**src/rtl/ps2_mouse_cmd_sched.sv**
```systemverilog
// PS/2 mouse host command scheduler: runs the power-up init list, serves runtime
// host commands, validates ACK/BAT/ID replies with bounded retry and timeout.
module ps2_mouse_cmd_sched #(
    parameter int TIMEOUT_W = 20,
    parameter int MAX_RETRY = 3
) (
    input  logic       clk,
    input  logic       reset,
    input  logic       init_go,
    input  logic       host_req,
    input  logic [7:0] host_cmd,
    output logic       host_ack,
    output logic [7:0] host_resp,
    output logic       host_err,
    output logic       tx_start,
    output logic [7:0] tx_data,
    input  logic       tx_busy,
    input  logic       tx_done,
    input  logic       rx_valid,
    input  logic [7:0] rx_data,
    output logic       stream_en,
    output logic       init_done,
    output logic       init_fail,
    output logic       intellimouse
);

    typedef enum logic [2:0] {
        IDLE, SEND, WAIT_TX, WAIT_ACK, WAIT_BAT1, WAIT_BAT2, WAIT_ID, DONE
    } state_t;

    localparam int RETRY_W = (MAX_RETRY < 1) ? 1 : $clog2(MAX_RETRY + 1);
    localparam logic [RETRY_W-1:0] MAX_R = RETRY_W'(MAX_RETRY);

    state_t               state, state_n;
    logic [3:0]           rom_idx, rom_idx_n;
    logic [RETRY_W-1:0]   retry, retry_n;
    logic [TIMEOUT_W-1:0] tout, tout_n;
    logic                 is_init, is_init_n;
    logic [7:0]           host_byte, host_byte_n;
    logic [7:0]           id_byte, id_byte_n;
    logic                 host_hold, host_hold_n;
    logic                 host_ack_n, host_err_n, tx_start_n;
    logic [7:0]           host_resp_n, tx_data_n;
    logic                 init_done_n, init_fail_n, intellimouse_n;
    logic                 do_fail, do_resend;
    logic [7:0]           fail_resp;
    logic                 accept_init, accept_host, tout_hit, in_wait;
    logic [7:0]           cur_byte;

    function automatic logic [7:0] rom(input logic [3:0] i);
        case (i)
            4'd0:    rom = 8'hFF;
            4'd1:    rom = 8'hF3;
            4'd2:    rom = 8'hC8;
            4'd3:    rom = 8'hF3;
            4'd4:    rom = 8'h64;
            4'd5:    rom = 8'hF3;
            4'd6:    rom = 8'h50;
            4'd7:    rom = 8'hF2;
            default: rom = 8'hF4;
        endcase
    endfunction

    // host_hold blocks re-acceptance of a request whose ack was already issued
    assign accept_init = (state == IDLE) && init_go;
    assign accept_host = (state == IDLE) && !init_go && host_req && !host_hold;
    assign stream_en   = (state == IDLE) && init_done && !accept_init && !accept_host;
    assign cur_byte    = is_init ? rom(rom_idx) : host_byte;
    assign tout_hit    = &tout;
    assign in_wait     = (state == WAIT_TX) || (state == WAIT_ACK) || (state == WAIT_BAT1) ||
                         (state == WAIT_BAT2) || (state == WAIT_ID);

    always_comb begin
        state_n        = state;
        rom_idx_n      = rom_idx;
        retry_n        = retry;
        is_init_n      = is_init;
        host_byte_n    = host_byte;
        id_byte_n      = id_byte;
        host_hold_n    = host_hold && host_req;
        host_ack_n     = 1'b0;
        host_resp_n    = host_resp;
        host_err_n     = host_err;
        tx_start_n     = 1'b0;
        tx_data_n      = tx_data;
        init_done_n    = init_done;
        init_fail_n    = init_fail;
        intellimouse_n = intellimouse;
        do_fail        = 1'b0;
        do_resend      = 1'b0;
        fail_resp      = 8'h00;
        tout_n         = '0;

        case (state)
            IDLE: begin
                if (init_go) begin
                    init_done_n    = 1'b0;
                    init_fail_n    = 1'b0;
                    intellimouse_n = 1'b0;
                    rom_idx_n      = 4'd0;
                    retry_n        = '0;
                    is_init_n      = 1'b1;
                    state_n        = SEND;
                end else if (host_req && !host_hold) begin
                    host_byte_n = host_cmd;
                    retry_n     = '0;
                    is_init_n   = 1'b0;
                    state_n     = SEND;
                end
            end
            SEND: begin
                if (!tx_busy) begin
                    tx_start_n = 1'b1;
                    tx_data_n  = cur_byte;
                    state_n    = WAIT_TX;
                end
            end
            WAIT_TX: begin
                if (tx_done)       state_n = WAIT_ACK;
                else if (tout_hit) do_resend = 1'b1;
            end
            WAIT_ACK: begin
                if (rx_valid) begin
                    case (rx_data)
                        8'hFA: begin
                            if (cur_byte == 8'hFF)      state_n = WAIT_BAT1;
                            else if (cur_byte == 8'hF2) state_n = WAIT_ID;
                            else                        state_n = DONE;
                        end
                        8'hFE: begin
                            do_resend = 1'b1;
                            fail_resp = 8'hFE;
                        end
                        8'hFC: begin
                            do_fail   = 1'b1;
                            fail_resp = 8'hFC;
                        end
                        default: ;
                    endcase
                end else if (tout_hit) begin
                    do_resend = 1'b1;
                end
            end
            WAIT_BAT1, WAIT_BAT2: begin
                if (rx_valid) begin
                    if (state == WAIT_BAT1 && rx_data == 8'hAA)      state_n = WAIT_BAT2;
                    else if (state == WAIT_BAT2 && rx_data == 8'h00) state_n = DONE;
                    else begin
                        do_fail   = 1'b1;
                        fail_resp = rx_data;
                    end
                end else if (tout_hit) begin
                    do_resend = 1'b1;
                end
            end
            WAIT_ID: begin
                if (rx_valid) begin
                    id_byte_n = rx_data;
                    if (is_init) intellimouse_n = (rx_data == 8'h03);
                    state_n = DONE;
                end else if (tout_hit) begin
                    do_resend = 1'b1;
                end
            end
            DONE: begin
                retry_n = '0;
                if (is_init) begin
                    if (rom_idx < 4'd8) begin
                        rom_idx_n = rom_idx + 4'd1;
                        state_n   = SEND;
                    end else begin
                        init_done_n = 1'b1;
                        state_n     = IDLE;
                    end
                end else begin
                    host_ack_n  = 1'b1;
                    host_err_n  = 1'b0;
                    host_hold_n = 1'b1;
                    case (host_byte)
                        8'hF2:   host_resp_n = id_byte;
                        8'hFF:   host_resp_n = 8'hAA;
                        default: host_resp_n = 8'hFA;
                    endcase
                    state_n = IDLE;
                end
            end
            default: state_n = IDLE;
        endcase

        if (do_resend) begin
            if (retry < MAX_R) begin
                retry_n = retry + 1'b1;
                state_n = SEND;
            end else begin
                do_fail = 1'b1;
            end
        end

        if (do_fail) begin
            retry_n = '0;
            state_n = IDLE;
            if (is_init) begin
                init_fail_n = 1'b1;
                init_done_n = 1'b0;
            end else begin
                host_ack_n  = 1'b1;
                host_err_n  = 1'b1;
                host_resp_n = fail_resp;
                host_hold_n = 1'b1;
            end
        end

        // every WAIT_* state leaves at all-ones, so the counter cannot wrap
        if (in_wait && state_n == state) tout_n = tout + 1'b1;
    end

    always_ff @(posedge clk) begin
        if (reset) begin
            state        <= IDLE;
            rom_idx      <= 4'd0;
            retry        <= '0;
            tout         <= '0;
            is_init      <= 1'b0;
            host_byte    <= 8'h00;
            id_byte      <= 8'h00;
            host_hold    <= 1'b0;
            host_ack     <= 1'b0;
            host_resp    <= 8'h00;
            host_err     <= 1'b0;
            tx_start     <= 1'b0;
            tx_data      <= 8'h00;
            init_done    <= 1'b0;
            init_fail    <= 1'b0;
            intellimouse <= 1'b0;
        end else begin
            state        <= state_n;
            rom_idx      <= rom_idx_n;
            retry        <= retry_n;
            tout         <= tout_n;
            is_init      <= is_init_n;
            host_byte    <= host_byte_n;
            id_byte      <= id_byte_n;
            host_hold    <= host_hold_n;
            host_ack     <= host_ack_n;
            host_resp    <= host_resp_n;
            host_err     <= host_err_n;
            tx_start     <= tx_start_n;
            tx_data      <= tx_data_n;
            init_done    <= init_done_n;
            init_fail    <= init_fail_n;
            intellimouse <= intellimouse_n;
        end
    end

endmodule

```
**config.mk**
```make
export PLATFORM = sky130hd
export DESIGN_NAME = ps2_mouse_cmd_sched
export DESIGN_NICKNAME = d
export VERILOG_FILES = /design/src/rtl/ps2_mouse_cmd_sched.sv
export SDC_FILE = /design/constraint.sdc
export NUM_CORES = 1
export LEC_CHECK = 0
export ABC_AREA = 1
export BUFFER_PORTS_ARGS = -buffer_cell sky130_fd_sc_hd__buf_2
export CORE_MARGIN = 1.5
export CORE_UTILIZATION = 40
export DETAILED_ROUTE_END_ITERATION = 8
export SLEW_MARGIN = 20
export SYNTH_ARGS = -nofsm -noshare
export SYNTH_HDL_FRONTEND = slang
export SYNTH_SLANG_ARGS = --single-unit
```
**constraint.sdc**
```tcl
create_clock -name clk -period 2.35 [get_ports clk]
set_input_delay 0.47 -clock clk [delete_from_list [all_inputs] [get_ports clk]]
set_output_delay 0.47 -clock clk [all_outputs]
set_load 0.02 [all_outputs]
```
* Yosys cells after proc, flatten, opt, wreduce, memory -nomap -nowiden *
Memories as Yosys holds them, arrays and structs flattened. A register that Yosys moved wholly into a read port is not among the register bits.
Index checks and enable logic that the tools add are counted.

word-level totals
  logic and storage cells = 170
  bits in read-only memories = 56
  register bits = 69
  memories = 1
  output and inout port bits = 23
  input bits = 23

memory list
  name             depth  bits a word  read ports  clocked after memory_dff  write ports  line  source
  (no name shown)  8      7            1           1                         0            51    case (i)

cells by class
  eq/ne operators = 22
  bitwise gates (word level) = 4
  $lt $le $gt $ge = 2
  muxes and demuxes = 85
  $add $sub $neg = 3
  reduce and logical (&&, ||, !) cells = 37

operators with widths
  operator               number
  $mux 8                 10
  $eq 8x8->1 const B     8
  $mux 3                 16
  $pmux 8 s2             3
  $mux 1                 41
  $pmux 3 s7             1
  $add 20x1->20 const B  1
  $reduce_and 20->1      1
  $eq 3x3->1 const B     4
  $logic_and 1x1->1      12
  $mux 4                 3
  $mux 2                 5
  $ne 2x2->1 const B     5
  $eq 8x2->1 const B     1
  $logic_not 8->1        1
  $pmux 4 s2             1
  $reduce_and 4->1       2
  $reduce_or 2->1        4
  $eq 3x2->1 const B     2
  $pmux 1 s2             3
  $reduce_and 2->1       3
  $reduce_bool 2->1      3
  $add 4x1->4 const B    1
  $logic_not 1->1        4
  other kinds (12)       18

* Longest topological paths before layout *
Gate-level depths: netlist of the first run.

  word-level depth = 15
  depth in mapped cells = 19
  mapped depth without buffers = 17

* Least setup slack after synthesis of the first run *
No wires, ideal clock.

  kind = register to register
  from = register state[1]
  to = register tout[3]
  period minus slack after synthesis = 2.098 ns
  path slack = 0.252 ns
  path buffers = 1
  arrival = 2.025 ns
  setup time = 0.073 ns
  cell stages (with the launch flop) = 15
  required time = 2.277 ns
  cell sequence = dfxtp_1 inv_2 ha_1 inv_1 nand2_1 nor2_1 nand3_2 nand3_1 o21ai_0 nor2_2 inv_1 nand2_1 nand3_2 buf_6 nor3_2

between the ends
  word-level cells in the longest chain between the ends = 13
  elaborated cells on any way between the ends = 41
  classes of those cells = eq/ne (8); mux (21); bitwise (1); reduce/logical (11)

ends and longest elaborated chain
  element                                          line         source
  from (decl)                                      34           state_t state, state_n;
  from (signal assigned)                           236          state <= state_n;
  $eq 3x3->1                                       71, 94, 147
  $logic_and 1x1->1                                147          else if (state == WAIT_BAT2 && rx_data == 8'h00) state_n = DONE;
  $mux 3 / $mux 1 (equally long branches)          147
  $mux 3 / $mux 1 (equally long branches)          146          if (state == WAIT_BAT1 && rx_data == 8'hAA) state_n = WAIT_BAT2;
  $mux 3 / $mux 1 (equally long branches)          145          if (rx_valid) begin
  $pmux 3 s7 / $pmux 1 s2 (equally long branches)  94           case (state)
  $mux 3 / $mux 1 (equally long branches)          191          if (retry < MAX_R) begin
  $mux 3 / $mux 1 (equally long branches)          190          if (do_resend) begin
  $mux 3                                           199          if (do_fail) begin
  $eq 3x3->1                                       214          if (in_wait && state_n == state) tout_n = tout + 1'b1;
  $logic_and 1x1->1 (*)                            214
  $not 1->1 (no line) (*)                          n/a
  $reduce_or 2->1 (no line) (*)                    n/a
  to (signal assigned)                             239          tout <= tout_n;
  to (decl)                                        37           logic [TIMEOUT_W-1:0] tout, tout_n;

Every way passes the cells marked *; elsewhere a longest branch is shown, timed or not.
A chain may end at the register's enable or synchronous reset.

* Final worst setup path of the first run *
  from = register state[1]
  to = output port stream_en

between the ends
  word-level cells in the longest chain between the ends = 6
  elaborated cells on any way between the ends = 10
  classes of those cells = reduce/logical (10)

ends and longest elaborated chain
  element                         line        source
  $logic_not 3->1 (*)             65, 66, 67
  $logic_and 1x1->1 (3 in a row)  66          assign accept_host = (state == IDLE) && !init_go && host_req && !host_hold;
  $logic_not 1->1                 67          assign stream_en = (state == IDLE) && init_done && !accept_init && !accept_host;
  $logic_and 1x1->1 (*)           67
  to (decl)                       21          output logic stream_en,

Marks and branches as above.

==> impl_metrics.csv, run 1 <==
group,metric,value,unit
run_status,status,"completed",
clock_network,tritoncts.num_buffers,9,
final_layout,fillCellCount,1002,
clock_network,htree_num_levels,3,
die,chipWidth,104,µm
worst_setup_path,worst_path_required_time,1.88,ns
place,place_worst_setup_slack,0.0432,ns
global_routing,grt_util_all_layers,0.185,
sta,totalNegativeSetupSlack,0,ns
route,vias,3710,
yosys,synth_cells,548,
yosys,synth_largest_area_cell,"sky130_fd_sc_hd__dfxtp_1",
place,gp_routability_congestion,0.898,
sta,finalMaxSlewViolations,0,
flow_run,maxCapViolations,0,
sta,fin_skew,0.0124,ns
worst_setup_path,cp_top_family,"buffers and inverters",
yosys,synth-seq-area-share,0.375,
yosys,top_post_synthesis_cells_by_area,"sky130_fd_sc_hd__dfxtp_1, sky130_fd_sc_hd__nand2_1, sky130_fd_sc_hd__nor3_2",
route,finalWirelength,9720,µm
worst_setup_path,start_kind,"register",
yosys,proportion_of_register_bits_with_asynchronous_set_or_reset_after_synthesis,0,
sta,postLayoutSetupSlackWorst,0.124,ns
clock_network,post-cts-setup-buffers,0,
global_routing,first_global_vias,3513,
global_routing,grt-ovfl-total,0,
final_layout,final_nets,636,
clock_network,clkSlewWorstSetupHoldPaths,0.08,ns
die,ioPinCount,46,
worst_setup_path,worstPathBufferInverterCount,5,
final_layout,final_layout_size_suffix_gt1_frac,0.256,
worst_setup_path,critical_path.endpoint_type,"primary output",
sta,fmaxAchievable,449,MHz
die,initial_core_util,0.413,
yosys,synth.net_count,576,
sta,final_setup_viols,0,
sta,worst_margin_pin_slew,0.555,ns
sta,tightest_slew_margin_relative_to_the_limit,0.629,
die,rows,36,
route,post_drt_wl_per_cell,13.0,µm
yosys,synth_top_cells_by_count,"sky130_fd_sc_hd__nand2_1, sky130_fd_sc_hd__dfxtp_1, sky130_fd_sc_hd__inv_1, sky130_fd_sc_hd__nor2_1, sky130_fd_sc_hd__o21ai_0",
yosys,synthMostInstantiatedCell,"sky130_fd_sc_hd__nand2_1",
die,dieHeight,104,µm
final_layout,area_growth_syn_to_layout,18.1,%
power_and_ir_drop,leakage,0.00207,µW
place,numPortBuffers,45,
worst_setup_path,path_cells,"buf_4 -> nor2_1 -> inv_1 -> nor2_1 -> inv_2 -> nor2_4 -> inv_1 -> nor3_4 -> buf_4",
clock_network,clock-sinks,76,
die,area_of_the_die,10800,µm²
yosys,post-synth-top-area-fraction,0.375,
yosys,yosys_warnings,0,
global_routing,grt_max_degree,21,
final_layout,num_antenna_cells,0,
global_routing,global_route_wire_length_before_repair,16200,µm
yosys,yosys_most_used_dff,"sky130_fd_sc_hd__dfxtp_1",
worst_setup_path,cp_max_fo,4,
sta,finalHoldViolCount,0,
worst_setup_path,worst-setup-path-type,"reg2out",
yosys,synth_edf_count,0,
place,place_hpwl,7250,µm
min_path,timing.hold.worst.class,"in2reg",
power_and_ir_drop,ir_worst_vdd,0.577,mV
route,dr.first_iter.drc_count,171,
sta,final_worst_path_period_share,0.947,
power_and_ir_drop,power_density,874,nW/µm²
clock_network,clock_latency,0.36,ns
route,drt-pass1-iter-count,4,
final_layout,register_area,1530,µm²
route,detail_route.vias_per_cell,4.97,
clock_network,clock_path_buffers,2,
worst_setup_path,critical-path-max-stage-delay,0.35,ns
clock_network,cts-root-buf,"sky130_fd_sc_hd__clkbuf_8",
sta,layout_min_cycle_time,2.23,ns
final_layout,final_core_util,0.488,
yosys,syn-mean-instance-area,7.41,µm²
route,drt_drc_violations_left,0,
clock_network,tritoncts_clock_tree,"yes",
route,route.antenna.remaining_nets,0,
worst_setup_path,worst-endpoint-arrival,1.76,ns
yosys,syn-cell-area,4060,µm²
yosys,synth-seq-cells,76,
global_routing,antenna_violations_before_repair,0,
die,design.core.area,9820,µm²
yosys,synth.distinct_cells,38,
final_layout,multi_input_comb_area,2200,µm²
worst_setup_path,critical_path.slowest_cell,"sky130_fd_sc_hd__dfxtp_2",
## final timing paths
path	from	to	slack [ns]	depth (start not counted)
worst max-delay path	state[1]	stream_en	0.12	9
worst min-delay path	host_cmd[6]	host_byte[6]	0.34	3
worst max register to register	state[1]	register	0.22	15
worst min register to register	tout[0]	tout[0]	0.44	1
## layer usage
layer / routed length, µm / up-vias / GRT usage
li1: - / 1910 / -
met1: 4480 / 1716 / 0.240
met3: 387 / 14 / 0.0283
met4: 177 / 0 / 0.0734
met5: 0 / - / 0
met2: 4680 / 70 / 0.310
## layout make-up
type,instances,area share
Timing Repair Buffer,63,0.0809
Multi-Input combinational cell,386,0.459
Tap cell,133,0.0347
Sequential cell,76,0.319
Inverter,72,0.0569
Clock inverter,3,0.0141
Clock buffer,13,0.0352
## timing repair
item,4_1_cts,5_1_grt
pin swaps,0,3
hold buffers,0,0
resized for setup,2,15
setup endpoints to repair,1,28
## kinds of logic after synthesis
| family | after synthesis | synth area share |
|---|---|---|
| muxes | 2 | 0.00493 |
| xor gates and xnor gates | 19 | 0.0410 |
| DFF | 76 | 0.375 |
| adders and majority gates | 5 | 0.0154 |
| AOI/OAI and AO/OA | 96 | 0.126 |
| and+or+nand+nor | 264 | 0.344 |
| buffers and inverters | 86 | 0.0940 |
## through the flow
stage / hold slack [ns] / cell area, µm² / cells / power [µW]
after floorplan: 0.425 / 4060 / 548 / 2660
after global placement: 0.435 / 4500 / 730 / 2980
after detailed placement: 0.441 / 4500 / 730 / 3000
after CTS: 0.323 / 4750 / 746 / 4200
after global routing: 0.338 / 4790 / 746 / 4450
final: 0.338 / 4790 / 746 / 4190
## cell usage in the layout (no fill, tap or decap), drive strengths merged, types with 13 or more instances in the layout
| cell type | netlist | routed |
|---|---|---|
| a21oi | 31 | 31 |
| buf | 9 | 63 |
| clkbuf | 5 | 13 |
| dfxtp | 76 | 76 |
| inv | 71 | 71 |
| nand2 | 111 | 111 |
| nand3 | 30 | 30 |
| nor2 | 72 | 72 |
| nor3 | 34 | 34 |
| o21ai | 50 | 50 |
## power breakdown
group,switching (µW),internal [µW],leakage (µW)
Clock,498,686,0.000116
Sequential,137,1430,0.000618
Combinational,954,482,0.00133
Total,1590,2600,0.00207
## worst min-delay path: stages
cell and delay (ns):
sky130_fd_sc_hd__buf_2 0.07, sky130_fd_sc_hd__nor2_1 0.03, sky130_fd_sc_hd__nor2_1 0.08
Power figures use the tool's default switching activity.
==> run 2: changes to the inputs <==
--- a/config.mk
+++ b/config.mk
@@ -10,7 +10,6 @@
 export CORE_MARGIN = 1.5
 export CORE_UTILIZATION = 40
 export DETAILED_ROUTE_END_ITERATION = 8
-export SLEW_MARGIN = 20
 export SYNTH_ARGS = -nofsm -noshare
 export SYNTH_HDL_FRONTEND = slang
 export SYNTH_SLANG_ARGS = --single-unit
==> constraint.sdc (replaced) <==
create_clock -name clk -period 2.6 [get_ports clk]
set_input_delay 0.52 -clock clk [delete_from_list [all_inputs] [get_ports clk]]
set_output_delay 0.52 -clock clk [all_outputs]
set_load 0.02 [all_outputs]
==> run 2 against run 1 <==
Against the previous run: non-clock buffer count fell by 6; worst setup slack improved by 0.019 ns; via count rose by 0.13%; first-iteration DRC count rose by 14%; critical path type unchanged.
==> impl_metrics.csv, run 2 (synthesis gave the netlist of run 1 again) <==
group,metric,value,unit
worst_setup_path,worst-setup-path-type,"reg2out",
final_layout,post-route-cell-area,4660,µm²
worst_setup_path,cp_max_fo,11,
global_routing,first_global_vias,3566,
power_and_ir_drop,total_power,3640,µW
flow_run,maxCapViolations,0,
sta,final_worst_path_period_share,0.945,
sta,layout_min_cycle_time,2.46,ns
die,design.core.area,9820,µm²
sta,tightest_slew_margin_relative_to_the_limit,0.709,
final_layout,fillCellCount,1044,
place,place_area,4440,µm²
power_and_ir_drop,p_sw,1400,µW
route,vias,3715,
run_status,status,"completed",
clock_network,tritoncts.num_buffers,9,
worst_setup_path,worst-endpoint-arrival,1.94,ns
power_and_ir_drop,switching_share,0.384,
sta,finalMaxSlewViolations,0,
power_and_ir_drop,clkPwrFrac,0.275,
clock_network,clock_path_buffers,2,
sta,totalNegativeSetupSlack,0,ns
route,dr.first_iter.drc_count,195,
global_routing,antenna_violations_before_repair,0,
route,detail_route.vias_per_cell,5.03,
power_and_ir_drop,cell_internal_pwr,2240,µW
final_layout,final_common_cell,"sky130_fd_sc_hd__nand2_1",
die,initial_core_util,0.413,
global_routing,grt_util_all_layers,0.191,
final_layout,final_nets,630,
place,dp.cells,724,
route,detailroute.wirelength.met2,4690,µm
sta,fmaxAchievable,407,MHz
clock_network,clock-sinks,76,
die,rows,36,
sta,postLayoutSetupSlackWorst,0.143,ns
route,route.antenna.remaining_nets,0,
sta,final_setup_viols,0,
clock_network,post-cts-setup-buffers,0,
route,finalWirelength,9840,µm
clock_network,htree_num_levels,3,
power_and_ir_drop,sequential_group_share_of_total_power,0.388,
route,met1Wirelength,4670,µm
power_and_ir_drop,power_density,780,nW/µm²
power_and_ir_drop,combPwrFrac,0.337,
route,drt-pass1-iter-count,4,
sta,worst_margin_pin_slew,0.435,ns
place,place_hpwl,7280,µm
global_routing,grt_max_degree,23,
die,area_of_the_die,10800,µm²
route,top_layer_used,"met4",
final_layout,final_layout_size_suffix_gt1_frac,0.233,
clock_network,tritoncts_clock_tree,"yes",
route,post_drt_wl_per_cell,13.3,µm
final_layout,area_growth_syn_to_layout,14.9,%
clock_network,clock_latency,0.36,ns
route,met3_wirelength,391,µm
sta,finalHoldViolCount,0,
min_path,timing.hold.worst.class,"in2reg",
worst_setup_path,critical_path.endpoint_type,"primary output",
power_and_ir_drop,ir_worst_vdd,0.355,mV
global_routing,global_route_wire_length_before_repair,16600,µm
sta,setup_repair_after_global_routing_missed_its_margin,"false",
place,numPortBuffers,45,
global_routing,grt-ovfl-total,0,
place,gp_routability_congestion,0.908,
clock_network,cts-root-buf,"sky130_fd_sc_hd__clkbuf_8",
worst_setup_path,worst_path_required_time,2.08,ns
route,drt_drc_violations_left,0,
final_layout,num_antenna_cells,0,
sta,fin_skew,0.0118,ns
place,place_worst_setup_slack,0.193,ns
die,chipWidth,104,µm
die,dieHeight,104,µm
die,ioPinCount,46,
worst_setup_path,start_kind,"register",
power_and_ir_drop,leakage,0.00200,µW
clock_network,clkSlewWorstSetupHoldPaths,0.08,ns
final_layout,mostFrequentLayoutCells,"sky130_fd_sc_hd__nand2_1, sky130_fd_sc_hd__dfxtp_1, sky130_fd_sc_hd__inv_1",
final_layout,final_cells,739,
[run 2: changes by cell type in the layout (fill, tap and decap cells not counted), moves of 2 or more]
cell	delta
sky130_fd_sc_hd__dfxtp_2	-5
sky130_fd_sc_hd__clkbuf_8	-2
sky130_fd_sc_hd__nand2_2	+2
sky130_fd_sc_hd__nor2_4	-2
sky130_fd_sc_hd__dfxtp_1	+5
sky130_fd_sc_hd__buf_4	-6
sky130_fd_sc_hd__nor2_1	+2
sky130_fd_sc_hd__nand2_4	-2
[run 2: layer usage]
metal  vias to the layer above  GRT usage
met2                        77      0.310
met3                         9     0.0378
li1                       1891          -
met1                      1738      0.248
met4                         0     0.0823
met5                         -          0
[run 2: final timing paths]
kind	startpoint	endpoint	slack [ns]	depth (start not counted)
setup / recovery	state[0]	stream_en	0.14	8
hold / removal	host_cmd[0]	host_byte[0]	0.38	3
setup reg to reg	is_init	tout[6]	0.30	17
hold reg to reg	id_byte[0]	id_byte[0]	0.46	2
[run 2: repair_timing]
item,in CTS,in global routing
hold buffers,0,0
resized for setup,0,1
setup endpoints to repair,0,1
[run 2: per-stage QoR]
step	hold slack, ns	utilization
global placement	0.436	0.453
floorplan	0.425	-
finish	0.385	0.475
global route	0.387	0.475
detailed placement	0.445	0.453
CTS	0.369	0.475
[run 2: critical path: stages, from the launching register on]
cell and delay, ns:
sky130_fd_sc_hd__dfxtp_1 0.43, sky130_fd_sc_hd__nor2_1 0.15, sky130_fd_sc_hd__inv_1 0.04, sky130_fd_sc_hd__nor2_1 0.16
sky130_fd_sc_hd__inv_2 0.08, sky130_fd_sc_hd__nor2_1 0.21, sky130_fd_sc_hd__inv_1 0.13, sky130_fd_sc_hd__nor3_2 0.18
sky130_fd_sc_hd__buf_2 0.20
[run 2: cell type report]
class	instances	area (µm²)	share of cell area
multi-input combinational	386	2160	0.463
inverter	72	273	0.0585
clock buffer	11	141	0.0303
clock inverter	4	73.8	0.0158
sequential	76	1520	0.326
timing repair buffer	57	328	0.0703
tap	133	166	0.0357
[run 2: power groups by stage]
stage / clock network [µW] / registers (µW) / logic [µW]
global route: 1080 / 1430 / 1380
global placement: 0 / 1440 / 1200
finish: 999 / 1410 / 1230
CTS: 1030 / 1410 / 1230
floorplan: 0 / 1440 / 958
detailed placement: 0 / 1440 / 1220
